<file path="src/rtl/spawn_pkg.sv">
// rtl/spawn_pkg.sv - shared types, defaults and x-column wrap helper for spawn_scheduler
package spawn_pkg;

    typedef enum logic [2:0] {
        S_IDLE,
        S_WAIT,
        S_PICK,
        S_ISSUE,
        S_FROZEN
    } spawn_state_t;

    localparam int DEF_NSLOT         = 7;
    localparam int DEF_BASE_INTERVAL = 128;
    localparam int DEF_INTERVAL_STEP = 24;
    localparam int DEF_MIN_INTERVAL  = 32;
    localparam int DEF_LEVEL_SPAWNS  = 8;
    localparam int DEF_MAX_LEVEL     = 3;
    localparam int X_RANGE           = 611;
    localparam int SLOT_W            = $clog2(DEF_NSLOT);

    // rng spans 0..1023 and range is above 512, so one subtract always lands in range
    function automatic logic [9:0] wrap_x(input logic [9:0] r, input logic [9:0] range);
        return (r < range) ? r : r - range;
    endfunction

endpackage

</file>
<file path="src/rtl/slot_alloc.sv">
// rtl/slot_alloc.sv - lowest-index free slot priority encoder
module slot_alloc
    import spawn_pkg::*;
#(
    parameter int NSLOT = DEF_NSLOT
) (
    input  logic [NSLOT-1:0]  slot_active,
    output logic [SLOT_W-1:0] free_idx,
    output logic              any_free
);

    always_comb begin
        free_idx = '0;
        any_free = 1'b0;
        for (int i = NSLOT - 1; i >= 0; i--) begin
            if (!slot_active[i]) begin
                free_idx = SLOT_W'(i);
                any_free = 1'b1;
            end
        end
    end

endmodule

</file>
<file path="src/rtl/spawn_scheduler.sv">
// rtl/spawn_scheduler.sv - asteroid spawn allocator with difficulty ramp (SPAWN_LEVEL_RAMP_EN)
module spawn_scheduler
    import spawn_pkg::*;
#(
    parameter int NSLOT         = DEF_NSLOT,
    parameter int BASE_INTERVAL = DEF_BASE_INTERVAL,
    parameter int INTERVAL_STEP = DEF_INTERVAL_STEP,
    parameter int MIN_INTERVAL  = DEF_MIN_INTERVAL,
    parameter int LEVEL_SPAWNS  = DEF_LEVEL_SPAWNS,
    parameter int MAX_LEVEL     = DEF_MAX_LEVEL,
    parameter int X_RANGE       = spawn_pkg::X_RANGE
) (
    input  logic              clk,
    input  logic              reset_n,
    input  logic              start,
    input  logic              frame_tick,
    input  logic              game_over,
    input  logic [9:0]        rng,
    input  logic [NSLOT-1:0]  slot_done,
    input  logic              spawn_ready,
    output logic              spawn_valid,
    output logic [SLOT_W-1:0] spawn_slot,
    output logic [9:0]        spawn_x,
    output logic [NSLOT-1:0]  slot_active,
    output logic [2:0]        speed,
    output logic [1:0]        level
);

    localparam int         CNT_W = $clog2(BASE_INTERVAL + 1);
    localparam logic [9:0] X_LIM = 10'(X_RANGE);

    if (MAX_LEVEL > 3 || LEVEL_SPAWNS < 1 || INTERVAL_STEP < 0 ||
        MIN_INTERVAL < 1 || BASE_INTERVAL < MIN_INTERVAL) begin : g_bad_cfg
        $error("spawn_scheduler: unsupported parameter set");
    end

    spawn_state_t      state_q, state_d;
    logic [CNT_W-1:0]  frame_cnt_q, frame_cnt_d;
    logic              spawn_valid_q, spawn_valid_d;
    logic [SLOT_W-1:0] spawn_slot_q, spawn_slot_d;
    logic [9:0]        spawn_x_q, spawn_x_d;
    logic [NSLOT-1:0]  slot_active_q, slot_active_d;
    logic [CNT_W-1:0]  interval_m1;
    logic [SLOT_W-1:0] free_idx;
    logic              any_free;

    slot_alloc #(.NSLOT(NSLOT)) u_slot_alloc (
        .slot_active (slot_active_q),
        .free_idx    (free_idx),
        .any_free    (any_free)
    );

`ifdef SPAWN_LEVEL_RAMP_EN
    localparam int LVL_W = $clog2(LEVEL_SPAWNS + 1);

    logic [1:0]       level_q, level_d;
    logic [2:0]       speed_q, speed_d;
    logic [LVL_W-1:0] lvl_cnt_q, lvl_cnt_d;
    int               interval;

    always_comb begin
        interval = BASE_INTERVAL - int'(level_q) * INTERVAL_STEP;
        if (interval < MIN_INTERVAL) interval = MIN_INTERVAL;
        interval_m1 = CNT_W'(interval - 1);
    end

    assign level = level_q;
    assign speed = speed_q;
`else
    assign interval_m1 = CNT_W'(BASE_INTERVAL - 1);
    assign level       = 2'd0;
    assign speed       = 3'd1;
`endif

    always_comb begin
        state_d       = state_q;
        frame_cnt_d   = frame_cnt_q;
        spawn_valid_d = spawn_valid_q;
        spawn_slot_d  = spawn_slot_q;
        spawn_x_d     = spawn_x_q;
        slot_active_d = slot_active_q;
`ifdef SPAWN_LEVEL_RAMP_EN
        level_d       = level_q;
        speed_d       = speed_q;
        lvl_cnt_d     = lvl_cnt_q;
`endif
        if (state_q != S_FROZEN) slot_active_d = slot_active_q & ~slot_done;

        // game_over outranks any pending accept: the offer is withdrawn, not completed
        if (game_over && state_q != S_IDLE) begin
            state_d       = S_FROZEN;
            spawn_valid_d = 1'b0;
        end else begin
            case (state_q)
                S_IDLE: if (start) begin
                    state_d     = S_WAIT;
                    frame_cnt_d = '0;
                end
                S_WAIT: if (frame_tick) begin
                    if (frame_cnt_q == interval_m1) begin
                        frame_cnt_d = '0;
                        state_d     = S_PICK;
                    end else begin
                        frame_cnt_d = frame_cnt_q + 1'b1;
                    end
                end
                S_PICK: if (any_free) begin
                    spawn_slot_d  = free_idx;
                    spawn_x_d     = wrap_x(rng, X_LIM);
                    spawn_valid_d = 1'b1;
                    state_d       = S_ISSUE;
                end
                S_ISSUE: if (spawn_ready) begin
                    spawn_valid_d               = 1'b0;
                    slot_active_d[spawn_slot_q] = 1'b1;
                    frame_cnt_d                 = '0;
                    state_d                     = S_WAIT;
`ifdef SPAWN_LEVEL_RAMP_EN
                    if (lvl_cnt_q == LVL_W'(LEVEL_SPAWNS - 1)) begin
                        lvl_cnt_d = '0;
                        if (level_q != 2'(MAX_LEVEL)) begin
                            level_d = level_q + 1'b1;
                            speed_d = speed_q + 1'b1;
                        end
                    end else begin
                        lvl_cnt_d = lvl_cnt_q + 1'b1;
                    end
`endif
                end
                default: ;
            endcase
        end
    end

    always_ff @(posedge clk or negedge reset_n) begin
        if (!reset_n) begin
            state_q       <= S_IDLE;
            frame_cnt_q   <= '0;
            spawn_valid_q <= 1'b0;
            spawn_slot_q  <= '0;
            spawn_x_q     <= '0;
            slot_active_q <= '0;
`ifdef SPAWN_LEVEL_RAMP_EN
            level_q       <= 2'd0;
            speed_q       <= 3'd1;
            lvl_cnt_q     <= '0;
`endif
        end else begin
            state_q       <= state_d;
            frame_cnt_q   <= frame_cnt_d;
            spawn_valid_q <= spawn_valid_d;
            spawn_slot_q  <= spawn_slot_d;
            spawn_x_q     <= spawn_x_d;
            slot_active_q <= slot_active_d;
`ifdef SPAWN_LEVEL_RAMP_EN
            level_q       <= level_d;
            speed_q       <= speed_d;
            lvl_cnt_q     <= lvl_cnt_d;
`endif
        end
    end

    assign spawn_valid = spawn_valid_q;
    assign spawn_slot  = spawn_slot_q;
    assign spawn_x     = spawn_x_q;
    assign slot_active = slot_active_q;

endmodule

</file>
<file path="config.mk">
export PLATFORM = sky130hd
export DESIGN_NAME = spawn_scheduler
export DESIGN_NICKNAME = d
export VERILOG_FILES = /design/src/rtl/spawn_pkg.sv /design/src/rtl/slot_alloc.sv /design/src/rtl/spawn_scheduler.sv
export SDC_FILE = /design/constraint.sdc
export NUM_CORES = 1
export LEC_CHECK = 0
export CORE_ASPECT_RATIO = 1.25
export CORE_UTILIZATION = 41
export DETAILED_ROUTE_END_ITERATION = 8
export MAX_ROUTING_LAYER = met4
export PLACE_DENSITY_LB_ADDON = 0.3
export SLEW_MARGIN = 30
export SYNTH_ARGS = -nofsm -noshare
export SYNTH_HDL_FRONTEND = slang
export SYNTH_SLANG_ARGS = --single-unit
</file>
<file path="constraint.sdc">
create_clock -name clk -period 2.4 [get_ports clk]
set_clock_uncertainty 0.15 [all_clocks]
set_input_delay 0.72 -clock clk [delete_from_list [all_inputs] [get_ports clk]]
set_output_delay 0.72 -clock clk [all_outputs]
set_load 0.05 [all_outputs]
</file>
* Word level (Yosys, flattened, before mapping)
Index checks and enable logic that the tools add are counted.
** Word-level totals
- Logic and storage cells :: 76
- Output and inout port bits :: 26
- Input port bits :: 23
- Register bits :: 32
** Operators by class
- $add $sub $neg :: 2
- Order comparisons :: 3
- Reduce and logical (&&, ||, !) cells :: 11
- Mux-type cells :: 37
- Eq/ne operators :: 13
- Bitwise logic cells :: 4
** Operators by type and width (number)
- 3-bit two-way mux :: 13
- 8-bit two-way mux :: 4
- 7-bit two-way mux :: 4
- 8-bit case mux with 3 select lines :: 1
- 3-bit inequality test (second input constant) :: 6
- 3-bit case mux with 4 select lines :: 1
- 1-bit two-way mux :: 11
- 10-bit < comparator (second input constant) :: 1
- 10-bit two-way mux :: 1
- 10-bit subtractor (second input constant) :: 1
- 3-bit nonzero test :: 3
- 8-bit by 1-bit adder with 8-bit output (second input constant) :: 1
- 8-bit by 7-bit equality test with 1-bit output (second input constant) :: 1
- 7-bit bitwise AND :: 1
- 7-bit NOT :: 1
- 7-bit bitwise OR :: 1
- 3-bit by 2-bit equality test with 1-bit output (second input constant) :: 2
- 2-bit inequality test (second input constant) :: 3
- 3-bit AND reduction :: 2
- 6-bit AND reduction :: 1
- 5-bit AND reduction :: 1
- 5-bit nonzero test :: 1
- 3-bit by 4-bit < comparator with 1-bit output (second input constant) :: 1
- 1-bit demux with 3-bit select :: 1
- 6 further kinds :: 7

* Logic depth before layout (Yosys ltp)
- Depth after elaboration :: 10
- Mapped depth :: 7
- Depth with buffers taken out :: 6

* Hierarchy
Synthesis repeated with hierarchy kept, for this count alone.
** Second synthesis, totals
- Cells, all modules :: 195
- Area total of the unflattened synthesis :: 1766.7 um^2
** Modules (own cells, without submodules)
- spawn_scheduler :: cells each 184, seq. area each 800.8 um^2, instances 1, area an instance 1701.6 um^2
- slot_alloc :: cells each 11, seq. area each 0.0 um^2, instances 1, area an instance 65.1 um^2

* Least setup slack after synthesis
No wires, ideal clock.
- Kind :: input port to flip-flop
- Start :: input rng[0]
- End :: register spawn_x_q[2] (netlist: spawn_x[2])
- Path slack :: 313 ps
- Stages :: 6
- Required time :: 2118 ps
- Setup time :: 132 ps
- Arrival time :: 1805 ps
- Buffers on the path :: 0
- Cell sequence :: ha_1 -> nor4_2 -> o21ai_1 -> nor2b_1 -> xnor2_1 -> o21ai_1
** On the way
- Cells in the longest elaborated chain, start to end :: 2
- Elaborated cells on any way between the ends :: 3
- Classes of those cells :: add/sub (1); order compare (1); mux (1)
** RTL lines
- start, declared :: RTL line spawn_scheduler.sv:18 : input logic [9:0] rng,
- 10-bit subtractor / 10-bit < comparator (equally long branches) :: RTL line spawn_pkg.sv:23 : return (r < range) ? r : r - range;
- 10-bit two-way mux (*) :: RTL line spawn_pkg.sv:23
- end signal, assigned :: RTL line spawn_scheduler.sv:153 : spawn_x_q <= spawn_x_d;
- end, declared :: RTL line spawn_scheduler.sv:41 : logic [9:0] spawn_x_q, spawn_x_d;
Every way passes the cells marked *; elsewhere a longest branch is shown, timed or not.
A chain may end at the register's enable or synchronous reset.

* Final worst setup path
- Start :: register spawn_x_q[8] (netlist: spawn_x[8])
- End :: output spawn_x[8]
** RTL lines
- end, declared :: RTL line spawn_scheduler.sv:23 : output logic [9:0] spawn_x,
No word-level cell between the ends.

==> summary.txt <==
Yosys
  • Synth warn: 0
  • Post-Syn Instances: about 200
  • Avg Inst Size Synth: about 9.0 µm²
  • Post-synth top cells: nand2_1 (40), dfrtp_1 (32), o21ai_1 (21), nand3_1 (10)
  • Share of the synthesized area in the top cell type: 0.444
  • Synth cell types: 43
  • Post-synth ARST share: 1.00
  • Register area share after synthesis: 0.444
  • Biggest area consumer among synthesized cells: dfrtp_1
  • Top-count cell post-synth: nand2_1
  • Number of synthesized flops with an enable pin: 0
  • Ranking of synthesized cells by area: dfrtp_1 (44%), nand2_1 (8.3%), o21ai_1 (5.8%), nand3_1 (2.8%), buf_4 (2.5%)
  • Synthesized area: approximately 0.0018 mm²
  • Ys flop type: dfrtp_1
  • Synthesized flop and latch total: 32

Power and ir drop
  • Cell leakage power: 1.07 nW
  • PwrDens: ~500 mW/mm²
  • Total Power: roughly 1.3 mW
  • VDD IR max: 0.000336 V

GRT
  • Global-route wire length before repair: roughly 6.7 mm
  • Initial antenna violation count: 0
  • Number of global-route vias before repair: 1,559
  • GRT Overall Usage: 0.191
  • Largest net degree at the start of global routing: 33
  • Global route overflow: 0

Run status
  • Outcome: complete, no violations

Place
  • GPL Wtd Cong: just under 0.9
  • Pre-CTS setup slack: -132 ps
  • Final HPWL DP: 3.02 mm
  • Port Buffers: 43

STA
  • RSZ-0062 raised after global routing: no
  • Final period util: 0.969
  • Worst slew pin tran: 505 ps
  • Max_slew headroom: 0.663
  • Setup ws final: ~75 ps
  • Max Transition Viols Final: 0
  • Tmin final: roughly 2300 ps
  • Final setup fails: 0
  • Hold Fails Final Rpt: 0
  • Max Fclk: between 400 and 500 MHz

Critical path
  • Largest delay share family, worst path: buffers and inverters
  • CP bufs+invs: 1
  • Worst reg2reg startpoint: state_q[0]
  • Worst Path Max Fanout: 2
  • Setup slack, reg-to-reg: 470 ps
  • Launching element type of the critical path: flop
  • Slowest-stage cell, CP: clkdlybuf4s50_1
  • Worst setup path start: spawn_x[8]
  • RR Endpoint: frame_cnt_q[5]
  • Critical path endpoint: spawn_x[8]
  • Crit-path cells: clkdlybuf4s50_1
  • Critical Path RT: between 1500 and 2000 ps
  • Crit. End Element: output pin
  • Worst reg-to-reg path cell count: 4
  • Worst Setup Path Type: reg -> out
  • Critical path depth: 1
  • WP data arrival: around 1500 ps
  • CP max stage delay: roughly 820 ps

Clock network
  • Cts repair resizes: 0
  • Buffer depth of the longest clock path: 2
  • CTS H-tree lvls: 2
  • Root buffer cell: clkbuf_8
  • Postcts setup bufs: 0
  • # clock sinks: 32
  • CTS clk-pin slew, worst paths: roughly 60 ps
  • Clk_lat worst skew: between 200 and 300 ps
  • Hold-fix buffers, CTS: 0
  • CTS buffer count: 5
  • TritonCTS clock tree: built

Routing
  • Final antenna-violating net count: 0
  • Final WL: between 3 and 4 mm
  • WL/cell: about 12 µm
  • DRC: 0
  • DR pass1 iterations: 4
  • Via count: ~1,700
  • Vias/cell: between 5 and 6
  • Initial drt markers: 73

Final layout
  • N_diodes: 0
  • Register area: 801 µm²
  • Share of layout cells above drive strength 1: 0.184
  • Final #Nets: around 290
  • Fillers: 394
  • Area growth from synthesis to layout: 38.5%
  • Multi-input gate area: approximately 900 µm²

Worst hold path
  • Hold Path Class: reg -> reg
  • WHS Path Cells: 2

Die
  • Die X: 61.3 µm
  • IO Pins: between 40 and 50
  • Core box area: about 0.0042 mm²
  • Die area: 0.00467 mm²
  • Initial core utilization: 0.433
  • Rows: 26
  • Die Ht: ~76 µm

Flow run
  • Max-cap viol count: 0
-- per-layer routing --
| layer | share of wire | routed length, µm | up-vias | GRT usage |
|---|---|---|---|---|
| li1 | - | - | 844 | - |
| met2 | 0.52 | 2020 | 39 | 0.312 |
| met3 | 0.034 | 133 | 7 | 0.0357 |
| met4 | 0.018 | 69 | 0 | 0.0682 |
| met1 | 0.43 | 1690 | 793 | 0.229 |
| met5 | 0 | 0 | - | - |
-- layout make-up --
| class | instances | area share |
|---|---|---|
| sequential | 32 | 0.321 |
| clock inverter | 2 | 0.0140 |
| tap | 56 | 0.0281 |
| clock buffer | 6 | 0.0291 |
| multi-input combinational | 156 | 0.370 |
| timing repair buffer | 66 | 0.231 |
| inverter | 5 | 0.00752 |
-- kinds of logic after synthesis --
group,after synthesis,share of synthesized area
buffers and inverters,16,0.0500
XOR/XNOR,6,0.0292
multiplexers,2,0.0111
other,2,0.00417
AO/OA/AOI/OAI,57,0.222
AND/OR/NAND/NOR,84,0.225
flip-flops,32,0.444
adder cells (fa/ha/maj),2,0.0139
-- stage by stage --
stage	std cells	util	setup TNS, ps	instance area, µm²	hold slack (ps)
after floorplan	204	-	0	1810	274
after global placement	315	0.573	-371	2390	319
after detailed placement	315	0.573	-840	2390	321
after CTS	323	0.599	0	2490	339
after global routing	323	0.599	0	2490	364
final	323	0.599	0	2490	332
-- cells in the final DEF, fill, tap and decap left out, types with 2 or more instances in the layout --
cell type | Yosys | layout
a21oi_1 | 8 | 8
o31ai_2 | 2 | 2
clkbuf_8 | 0 | 5
buf_4 | 6 | 34
a21o_1 | 2 | 2
ha_1 | 2 | 2
o2bb2ai_1 | 2 | 2
xnor2_1 | 2 | 2
nand2_1 | 40 | 40
nor4_1 | 2 | 2
nor3_1 | 8 | 8
a2111o_1 | 2 | 2
nand4_1 | 2 | 2
conb_1 | 2 | 5
nand3_1 | 10 | 10
and3_1 | 2 | 2
clkdlybuf4s50_1 | 0 | 32
o21ai_0 | 5 | 5
nor2_1 | 6 | 6
inv_1 | 5 | 5
xor2_1 | 4 | 4
nor2b_1 | 3 | 3
dfrtp_1 | 32 | 32
o21ai_1 | 21 | 21
a32o_1 | 4 | 4
mux2i_1 | 2 | 2
nand2b_1 | 6 | 6
-- power by group --
| part | internal [mW] | leakage (nW) | switching (mW) | total [mW] |
|---|---|---|---|---|
| logic | 0.0885 | 0.585 | 0.0885 | 0.177 |
| registers | 0.564 | 0.434 | 0.0324 | 0.596 |
| clock network | 0.308 | 0.0552 | 0.197 | 0.504 |
-- worst min path at each step --
| stage | from | slack, ps | to |
|---|---|---|---|
| 6_report | spawn_x[4] | 330 | spawn_x[4] |
| 5_1_grt | spawn_x[0] | 360 | spawn_x[0] |
| 4_1_cts | spawn_x[1] | 340 | spawn_x[1] |
| 3_5_place_dp | spawn_x[9] | 320 | spawn_x[9] |
| 3_3_place_gp | spawn_x[1] | 320 | spawn_x[1] |
| 2_1_floorplan | reset_n | 270 | frame_cnt_q[0] |
-- flip-flops by register name, indices dropped and copies added, names as in the netlist --
signal	count
spawn_slot	3
slot_active	7
spawn_valid	1
frame_cnt_q	8
state_q	3
spawn_x	10
-- worst reg2reg max path: stages (launching register included) --
cell      delay [ps]
dfrtp_1          510
nand2b_1         230
a2111o_1         440
or2_4            290
o31ai_2          220
No activity file was read; power rests on OpenSTA's default activity.
